`src/rtl/aes_pkg.sv`:
```
// Shared AES inverse-cipher definitions: inverse S-box, GF(2^8)
// helpers, round-count constants and the FSM state type.
package aes_pkg;

    localparam int NR_128 = 10;
    localparam int NR_192 = 12;
    localparam int NR_256 = 14;

    typedef enum logic [1:0] {
        IDLE,
        ROUND,
        FINAL,
        DONE
    } fsm_e;

    localparam logic [0:255][7:0] INV_SBOX = {
        8'h52, 8'h09, 8'h6a, 8'hd5, 8'h30, 8'h36, 8'ha5, 8'h38,
        8'hbf, 8'h40, 8'ha3, 8'h9e, 8'h81, 8'hf3, 8'hd7, 8'hfb,
        8'h7c, 8'he3, 8'h39, 8'h82, 8'h9b, 8'h2f, 8'hff, 8'h87,
        8'h34, 8'h8e, 8'h43, 8'h44, 8'hc4, 8'hde, 8'he9, 8'hcb,
        8'h54, 8'h7b, 8'h94, 8'h32, 8'ha6, 8'hc2, 8'h23, 8'h3d,
        8'hee, 8'h4c, 8'h95, 8'h0b, 8'h42, 8'hfa, 8'hc3, 8'h4e,
        8'h08, 8'h2e, 8'ha1, 8'h66, 8'h28, 8'hd9, 8'h24, 8'hb2,
        8'h76, 8'h5b, 8'ha2, 8'h49, 8'h6d, 8'h8b, 8'hd1, 8'h25,
        8'h72, 8'hf8, 8'hf6, 8'h64, 8'h86, 8'h68, 8'h98, 8'h16,
        8'hd4, 8'ha4, 8'h5c, 8'hcc, 8'h5d, 8'h65, 8'hb6, 8'h92,
        8'h6c, 8'h70, 8'h48, 8'h50, 8'hfd, 8'hed, 8'hb9, 8'hda,
        8'h5e, 8'h15, 8'h46, 8'h57, 8'ha7, 8'h8d, 8'h9d, 8'h84,
        8'h90, 8'hd8, 8'hab, 8'h00, 8'h8c, 8'hbc, 8'hd3, 8'h0a,
        8'hf7, 8'he4, 8'h58, 8'h05, 8'hb8, 8'hb3, 8'h45, 8'h06,
        8'hd0, 8'h2c, 8'h1e, 8'h8f, 8'hca, 8'h3f, 8'h0f, 8'h02,
        8'hc1, 8'haf, 8'hbd, 8'h03, 8'h01, 8'h13, 8'h8a, 8'h6b,
        8'h3a, 8'h91, 8'h11, 8'h41, 8'h4f, 8'h67, 8'hdc, 8'hea,
        8'h97, 8'hf2, 8'hcf, 8'hce, 8'hf0, 8'hb4, 8'he6, 8'h73,
        8'h96, 8'hac, 8'h74, 8'h22, 8'he7, 8'had, 8'h35, 8'h85,
        8'he2, 8'hf9, 8'h37, 8'he8, 8'h1c, 8'h75, 8'hdf, 8'h6e,
        8'h47, 8'hf1, 8'h1a, 8'h71, 8'h1d, 8'h29, 8'hc5, 8'h89,
        8'h6f, 8'hb7, 8'h62, 8'h0e, 8'haa, 8'h18, 8'hbe, 8'h1b,
        8'hfc, 8'h56, 8'h3e, 8'h4b, 8'hc6, 8'hd2, 8'h79, 8'h20,
        8'h9a, 8'hdb, 8'hc0, 8'hfe, 8'h78, 8'hcd, 8'h5a, 8'hf4,
        8'h1f, 8'hdd, 8'ha8, 8'h33, 8'h88, 8'h07, 8'hc7, 8'h31,
        8'hb1, 8'h12, 8'h10, 8'h59, 8'h27, 8'h80, 8'hec, 8'h5f,
        8'h60, 8'h51, 8'h7f, 8'ha9, 8'h19, 8'hb5, 8'h4a, 8'h0d,
        8'h2d, 8'he5, 8'h7a, 8'h9f, 8'h93, 8'hc9, 8'h9c, 8'hef,
        8'ha0, 8'he0, 8'h3b, 8'h4d, 8'hae, 8'h2a, 8'hf5, 8'hb0,
        8'hc8, 8'heb, 8'hbb, 8'h3c, 8'h83, 8'h53, 8'h99, 8'h61,
        8'h17, 8'h2b, 8'h04, 8'h7e, 8'hba, 8'h77, 8'hd6, 8'h26,
        8'he1, 8'h69, 8'h14, 8'h63, 8'h55, 8'h21, 8'h0c, 8'h7d
    };

    function automatic logic [7:0] xtime(input logic [7:0] a);
        return {a[6:0], 1'b0} ^ (a[7] ? 8'h1b : 8'h00);
    endfunction

    // Multipliers used here never exceed 14, so four partial products do.
    function automatic logic [7:0] gmul(
        input logic [7:0] a,
        input logic [3:0] b
    );
        logic [7:0] p;
        logic [7:0] x;
        p = '0;
        x = a;
        for (int i = 0; i < 4; i++) begin
            if (b[i]) p = p ^ x;
            x = xtime(x);
        end
        return p;
    endfunction

endpackage

```
`src/rtl/aes_inv_round.sv`:
```
// One combinational AES inverse round: InvShiftRows, InvSubBytes,
// AddRoundKey, then InvMixColumns unless this is the last round.
module aes_inv_round
    import aes_pkg::*;
(
    input  logic [127:0] st_i,
    input  logic [127:0] rk_i,
    input  logic         final_i,
    output logic [127:0] st_o
);

    logic [7:0] b  [16];
    logic [7:0] ak [16];
    logic [7:0] mc [16];

    always_comb begin
        st_o = '0;
        for (int i = 0; i < 16; i++) begin
            b[i] = st_i[127-8*i -: 8];
        end
        // Row r rotates right by r: column c takes old column c-r.
        for (int c = 0; c < 4; c++) begin
            for (int r = 0; r < 4; r++) begin
                ak[4*c+r] = INV_SBOX[b[4*((c-r+4)%4)+r]]
                          ^ rk_i[127-8*(4*c+r) -: 8];
            end
        end
        for (int c = 0; c < 4; c++) begin
            mc[4*c]   = gmul(ak[4*c], 4'd14)
                      ^ gmul(ak[4*c+1], 4'd11)
                      ^ gmul(ak[4*c+2], 4'd13)
                      ^ gmul(ak[4*c+3], 4'd9);
            mc[4*c+1] = gmul(ak[4*c], 4'd9)
                      ^ gmul(ak[4*c+1], 4'd14)
                      ^ gmul(ak[4*c+2], 4'd11)
                      ^ gmul(ak[4*c+3], 4'd13);
            mc[4*c+2] = gmul(ak[4*c], 4'd13)
                      ^ gmul(ak[4*c+1], 4'd9)
                      ^ gmul(ak[4*c+2], 4'd14)
                      ^ gmul(ak[4*c+3], 4'd11);
            mc[4*c+3] = gmul(ak[4*c], 4'd11)
                      ^ gmul(ak[4*c+1], 4'd13)
                      ^ gmul(ak[4*c+2], 4'd9)
                      ^ gmul(ak[4*c+3], 4'd14);
        end
        for (int i = 0; i < 16; i++) begin
            st_o[127-8*i -: 8] = final_i ? ak[i] : mc[i];
        end
    end

endmodule

```
`src/rtl/aes_inv_cipher_iter.sv`:
```
// Iterative AES inverse cipher, one round per clock, external key store.
// Define AES_DEC_CBC_EN to add CBC chaining and the iv_load/iv_in ports.
module aes_inv_cipher_iter
    import aes_pkg::*;
#(
    parameter int NR = NR_128
) (
    input  logic         clk,
    input  logic         rst_n,
    input  logic         in_valid,
    output logic         in_ready,
    input  logic [127:0] data_in,
    output logic [3:0]   rk_idx,
    input  logic [127:0] round_key,
    output logic         out_valid,
    input  logic         out_ready,
    output logic [127:0] data_out,
`ifdef AES_DEC_CBC_EN
    input  logic         iv_load,
    input  logic [127:0] iv_in,
`endif
    output logic         busy
);

    if (NR != NR_128 && NR != NR_192 && NR != NR_256) begin : g_bad_nr
        $error("aes_inv_cipher_iter: NR must be 10, 12 or 14");
    end

    localparam logic [3:0] NR_L  = 4'(NR);
    localparam logic [3:0] NR_M1 = 4'(NR - 1);

    fsm_e         state_q;
    logic [3:0]   r_q;
    logic [127:0] st_q;
    logic [127:0] st_d;
    logic         out_valid_q;
    logic [127:0] data_out_q;
    logic [127:0] mask;
    logic         accept;
    logic         hs;
    logic         is_final;

    assign in_ready  = rst_n && (state_q == IDLE);
    assign accept    = in_valid && in_ready;
    assign hs        = out_valid_q && out_ready;
    assign is_final  = (state_q == FINAL);
    assign busy      = (state_q != IDLE);
    assign rk_idx    = (state_q == IDLE) ? NR_L : r_q;
    assign out_valid = out_valid_q;
    assign data_out  = data_out_q;

    aes_inv_round u_round (
        .st_i    (st_q),
        .rk_i    (round_key),
        .final_i (is_final),
        .st_o    (st_d)
    );

`ifdef AES_DEC_CBC_EN
    logic [127:0] chain_q;
    logic [127:0] ct_q;

    // An IV load in the accept cycle lands before the block reaches FINAL.
    always_ff @(posedge clk) begin
        if (!rst_n) begin
            chain_q <= '0;
            ct_q    <= '0;
        end else begin
            if (state_q == IDLE && iv_load) begin
                chain_q <= iv_in;
            end else if (hs) begin
                chain_q <= ct_q;
            end
            if (accept) begin
                ct_q <= data_in;
            end
        end
    end

    assign mask = chain_q;
`else
    assign mask = '0;
`endif

    always_ff @(posedge clk) begin
        if (!rst_n) begin
            state_q     <= IDLE;
            r_q         <= '0;
            st_q        <= '0;
            out_valid_q <= 1'b0;
            data_out_q  <= '0;
        end else begin
            unique case (state_q)
                IDLE: begin
                    if (accept) begin
                        st_q    <= data_in ^ round_key;
                        r_q     <= NR_M1;
                        state_q <= ROUND;
                    end
                end
                ROUND: begin
                    st_q <= st_d;
                    r_q  <= r_q - 4'd1;
                    if (r_q == 4'd1) begin
                        state_q <= FINAL;
                    end
                end
                FINAL: begin
                    st_q        <= st_d;
                    data_out_q  <= st_d ^ mask;
                    out_valid_q <= 1'b1;
                    state_q     <= DONE;
                end
                DONE: begin
                    if (out_ready) begin
                        out_valid_q <= 1'b0;
                        state_q     <= IDLE;
                    end
                end
                default: state_q <= IDLE;
            endcase
        end
    end

endmodule
```
`config.mk`:
```
export PLATFORM = sky130hd
export DESIGN_NAME = aes_inv_cipher_iter
export DESIGN_NICKNAME = d
export VERILOG_FILES = /design/src/rtl/aes_pkg.sv /design/src/rtl/aes_inv_round.sv /design/src/rtl/aes_inv_cipher_iter.sv
export SDC_FILE = /design/constraint.sdc
export NUM_CORES = 2
export LEC_CHECK = 0
export CORE_ASPECT_RATIO = 1.5
export CORE_MARGIN = 3
export CORE_UTILIZATION = 25
export CTS_CLUSTER_SIZE = 16
export DETAILED_ROUTE_END_ITERATION = 16
export PLACE_DENSITY = 0.5
export RECOVER_POWER = 25
export REMOVE_ABC_BUFFERS = 1
export SYNTH_ARGS = -nofsm -noshare
export SYNTH_HDL_FRONTEND = slang
export SYNTH_HIERARCHICAL = 1
export SYNTH_SLANG_ARGS = --single-unit
```
`constraint.sdc`:
```
create_clock -name clk -period 5.32 [get_ports clk]
set_input_delay 1.064 -clock clk [delete_from_list [all_inputs] [get_ports clk]]
set_output_delay 1.064 -clock clk [all_outputs]
set_load 0.05 [all_outputs]
```
==> out/results.ini <==
[layout]
layout_commonest_cell = buf_4
final_area_um2 = 95000
nNetsFinal = 11900
fin_cells = 15500
drive_above_1_share_pct = 18.7
fill_cells = 34300
final_util_pct = 30.2
final_cell_mix = buf_4, nand2_1, nor2_1
area_delta_synth_final_pct = 20.1

[logic_synthesis]
netlist_top_cells_area = xnor2_1, dfxtp_1, mux4_2, a21oi_1, ha_1
synth-simple-area-share_pct = 21.4
yosys_most_used_dff = dfxtp_1
synth_top_family_by_area = compound AO/OA/AOI/OAI gates
synth_mux_area_share_pct = 11.7
yosys_warnings = 6
yosys.area.top_type = xnor2_1
synth_edf_count = 0
synthCells = 10800
ys_seq_area_share_pct = 6.66
synth.avg_cell_area_um2 = 7.32
synth-compound-area-share_pct = 32.2
synthArstFlopShare_pct = 0
synth_top_area_share_pct = 7.30
synth-seq-cells = 263
synth_xor_xnor_area_share_pct = 14.5
synth_cell_type_count = 122
synthAdderAreaFrac_pct = 4.86
synth_area_um2 = 79000

[detailed_routing]
ant_nets = 0
firstDrtPassIters = 11
wire_per_inst_um = 30.3
via_per_inst = 6.12
drcViolationCount = 0
drtIter0Drc = 12400
drt-total-wl_mm = 471
vias = 95200

[sta]
rsz0062_at_grt = true
drv_slew = 26
worst_pin_slew_ps = 1530
max_slew_margin_pct = -2.32
max_freq_mhz = 188
final.period_utilization_pct = 100
fin_ws_ps = -9.61
clock_skew_ps = 59.7
finalHoldViolations = 0
setup_viol = 1
post-route-min-period_ps = 5330

[worst_setup_path]
crit_end = st_q[78]
required_ps = 5940
cpMostUsedCell = o21ai_0
r2r-start = st_q[12]
r2r_slack_ps = -10
start_kind = flip-flop
cp.depth = 15
crit_buf_inv = 2
crit_type = flip-flop to flip-flop
r2r_cells = 15
worstPathArrival_ps = 5950
path_cells = buf_4, nor2b_1, o21ai_0, nand4_1, o211ai_1, a211oi_1, a221oi_1, buf_4, xnor2_1, xor3_1, xnor2_2, xnor3_1, o21ai_0, a21oi_1, o21ai_0
crit_path_end_kind = flip-flop
crit_family = XOR/XNOR gates
r2r-end = st_q[78]
crit_start = st_q[12]
max_stage_delay_ps = 770
cp_slowest_cell = dfxtp_2
crit_fanout = 24

[floorplanning]
rows = 252
dieArea_um2 = 323000
io_pins = 395
start_util_pct = 25.1
die_w_um = 465
core_um2 = 314000
dieHeight_um = 695

[clock_tree]
cts_root_buf = clkbuf_16
clock_path_buffers = 3
clk_latency_ps = 730
clk_pin_slew_ps = 60
htree_levels = 2
cts_buffers = 41
cts.sinks = 263
ctsHoldBuffers = 0
cts_tree = yes

[grt]
grt_pass1_wl_mm = 670
antenna_found_initial = 9
grt_max_degree = 124
grt.total_usage_pct = 27.5
overflow = 0
grt_pass1_vias = 91900

[outcome]
outcome = finished with violations
violations = max-capacitance violations, max-slew violations, negative setup slack

[run]
maxCapViolCount = 1

[placed_design]
place_congestion = 1.05
portBuffers = 394
dp_hpwl_mm = 359
place_area_um2 = 92900
dp_cells = 15500

[worst_hold_path]
min-delay-start = data_out[96]
hold_class = flip-flop to flip-flop

-- sequential cells by signal, indices dropped and copies added, names as in the netlist --
signal and count:
data_out 128, out_valid 1, r_q 4, st_q 128, state_q 2
-- per-layer routing --
| layer | up-vias | routed length, um | track usage (%) | part of all wire (%) |
|---|---|---|---|---|
| li1 | 41300 | - | - | - |
| met5 | - | 53 | 0 | 0.011 |
| met3 | 1849 | 33000 | 3.50 | 7.0 |
| met1 | 45700 | 168000 | 30.8 | 36 |
| met2 | 6310 | 228000 | 48.1 | 48 |
| met4 | 8 | 42000 | 19.3 | 8.9 |
-- repair_timing --
item,4_1_cts,5_1_grt
pin swaps,0,4
endpoints found under the setup margin,9,111
endpoints found under the hold margin,0,0
cloned,0,1
resized for setup,10,111
setup buffers,0,11
-- final cells by class --
cell class	count	area, um2	share of cell area (%)
Antenna cell	6	15.0	0.0158
Clock buffer	57	1210	1.28
Clock inverter	19	262	0.275
Inverter	222	850	0.895
Multi-Input combinational cell	9115	67500	71.0
Sequential cell	263	5410	5.70
Tap cell	4191	5240	5.52
Timing Repair Buffer	1672	14500	15.3
Timing Repair inverter	1	5.00	0.00527
-- stage by stage --
step | TNS [ps] | hold WS, ps | setup slack [ps]
after detailed placement | -339 | 480 | -220
after global routing | -102 | 511 | -47.1
after global placement | -293 | 472 | -131
final | -9.61 | 487 | -9.61
after floorplan | -1216040 | 479 | -5060
after CTS | 0 | 496 | 0.219
-- kinds of logic (layout without fill, tap and decap cells) --
group | count (synthesis) | after routing
and+or+nand+nor | 3428 | 3428
muxes | 634 | 634
buffers and inverters | 1426 | 1971
xor gates and xnor gates | 1050 | 1050
DFF | 263 | 263
other | 0 | 6
adders and majority gates | 307 | 307
AOI/OAI and AO/OA | 3696 | 3696
-- synthesized netlist by cell type (284+ instances only) --
| cell type | n |
|---|---|
| nor2_1 | 849 |
| clkbuf_1 | 539 |
| o21ai_0 | 707 |
| a21oi_1 | 802 |
| mux2i_1 | 331 |
| buf_2 | 409 |
| ha_1 | 307 |
| nand2b_1 | 363 |
| nor2b_1 | 284 |
| nand2_1 | 848 |
| xnor2_1 | 659 |
-- how the worst min path moves through the flow --
stage / endpoint / cells after the start
after CTS: data_out[96] / 2
final: data_out[96] / 2
after detailed placement: data_out[50] / 2
after floorplan: r_q[1] / 2
after global routing: data_out[75] / 2
after global placement: data_out[82] / 2
-- worst reg2reg max path: cells and delay by family (launching register included) --
kind | cells | cell delay, ps
AOI/OAI and AO/OA | 7 | 1650
xor gates and xnor gates | 4 | 1780
buffers and inverters | 2 | 500
DFF | 1 | 770
and+or+nand+nor | 2 | 550
Power is not shown: default switching activity piles up to over one toggle a cycle in this logic, so the estimate is an artifact.
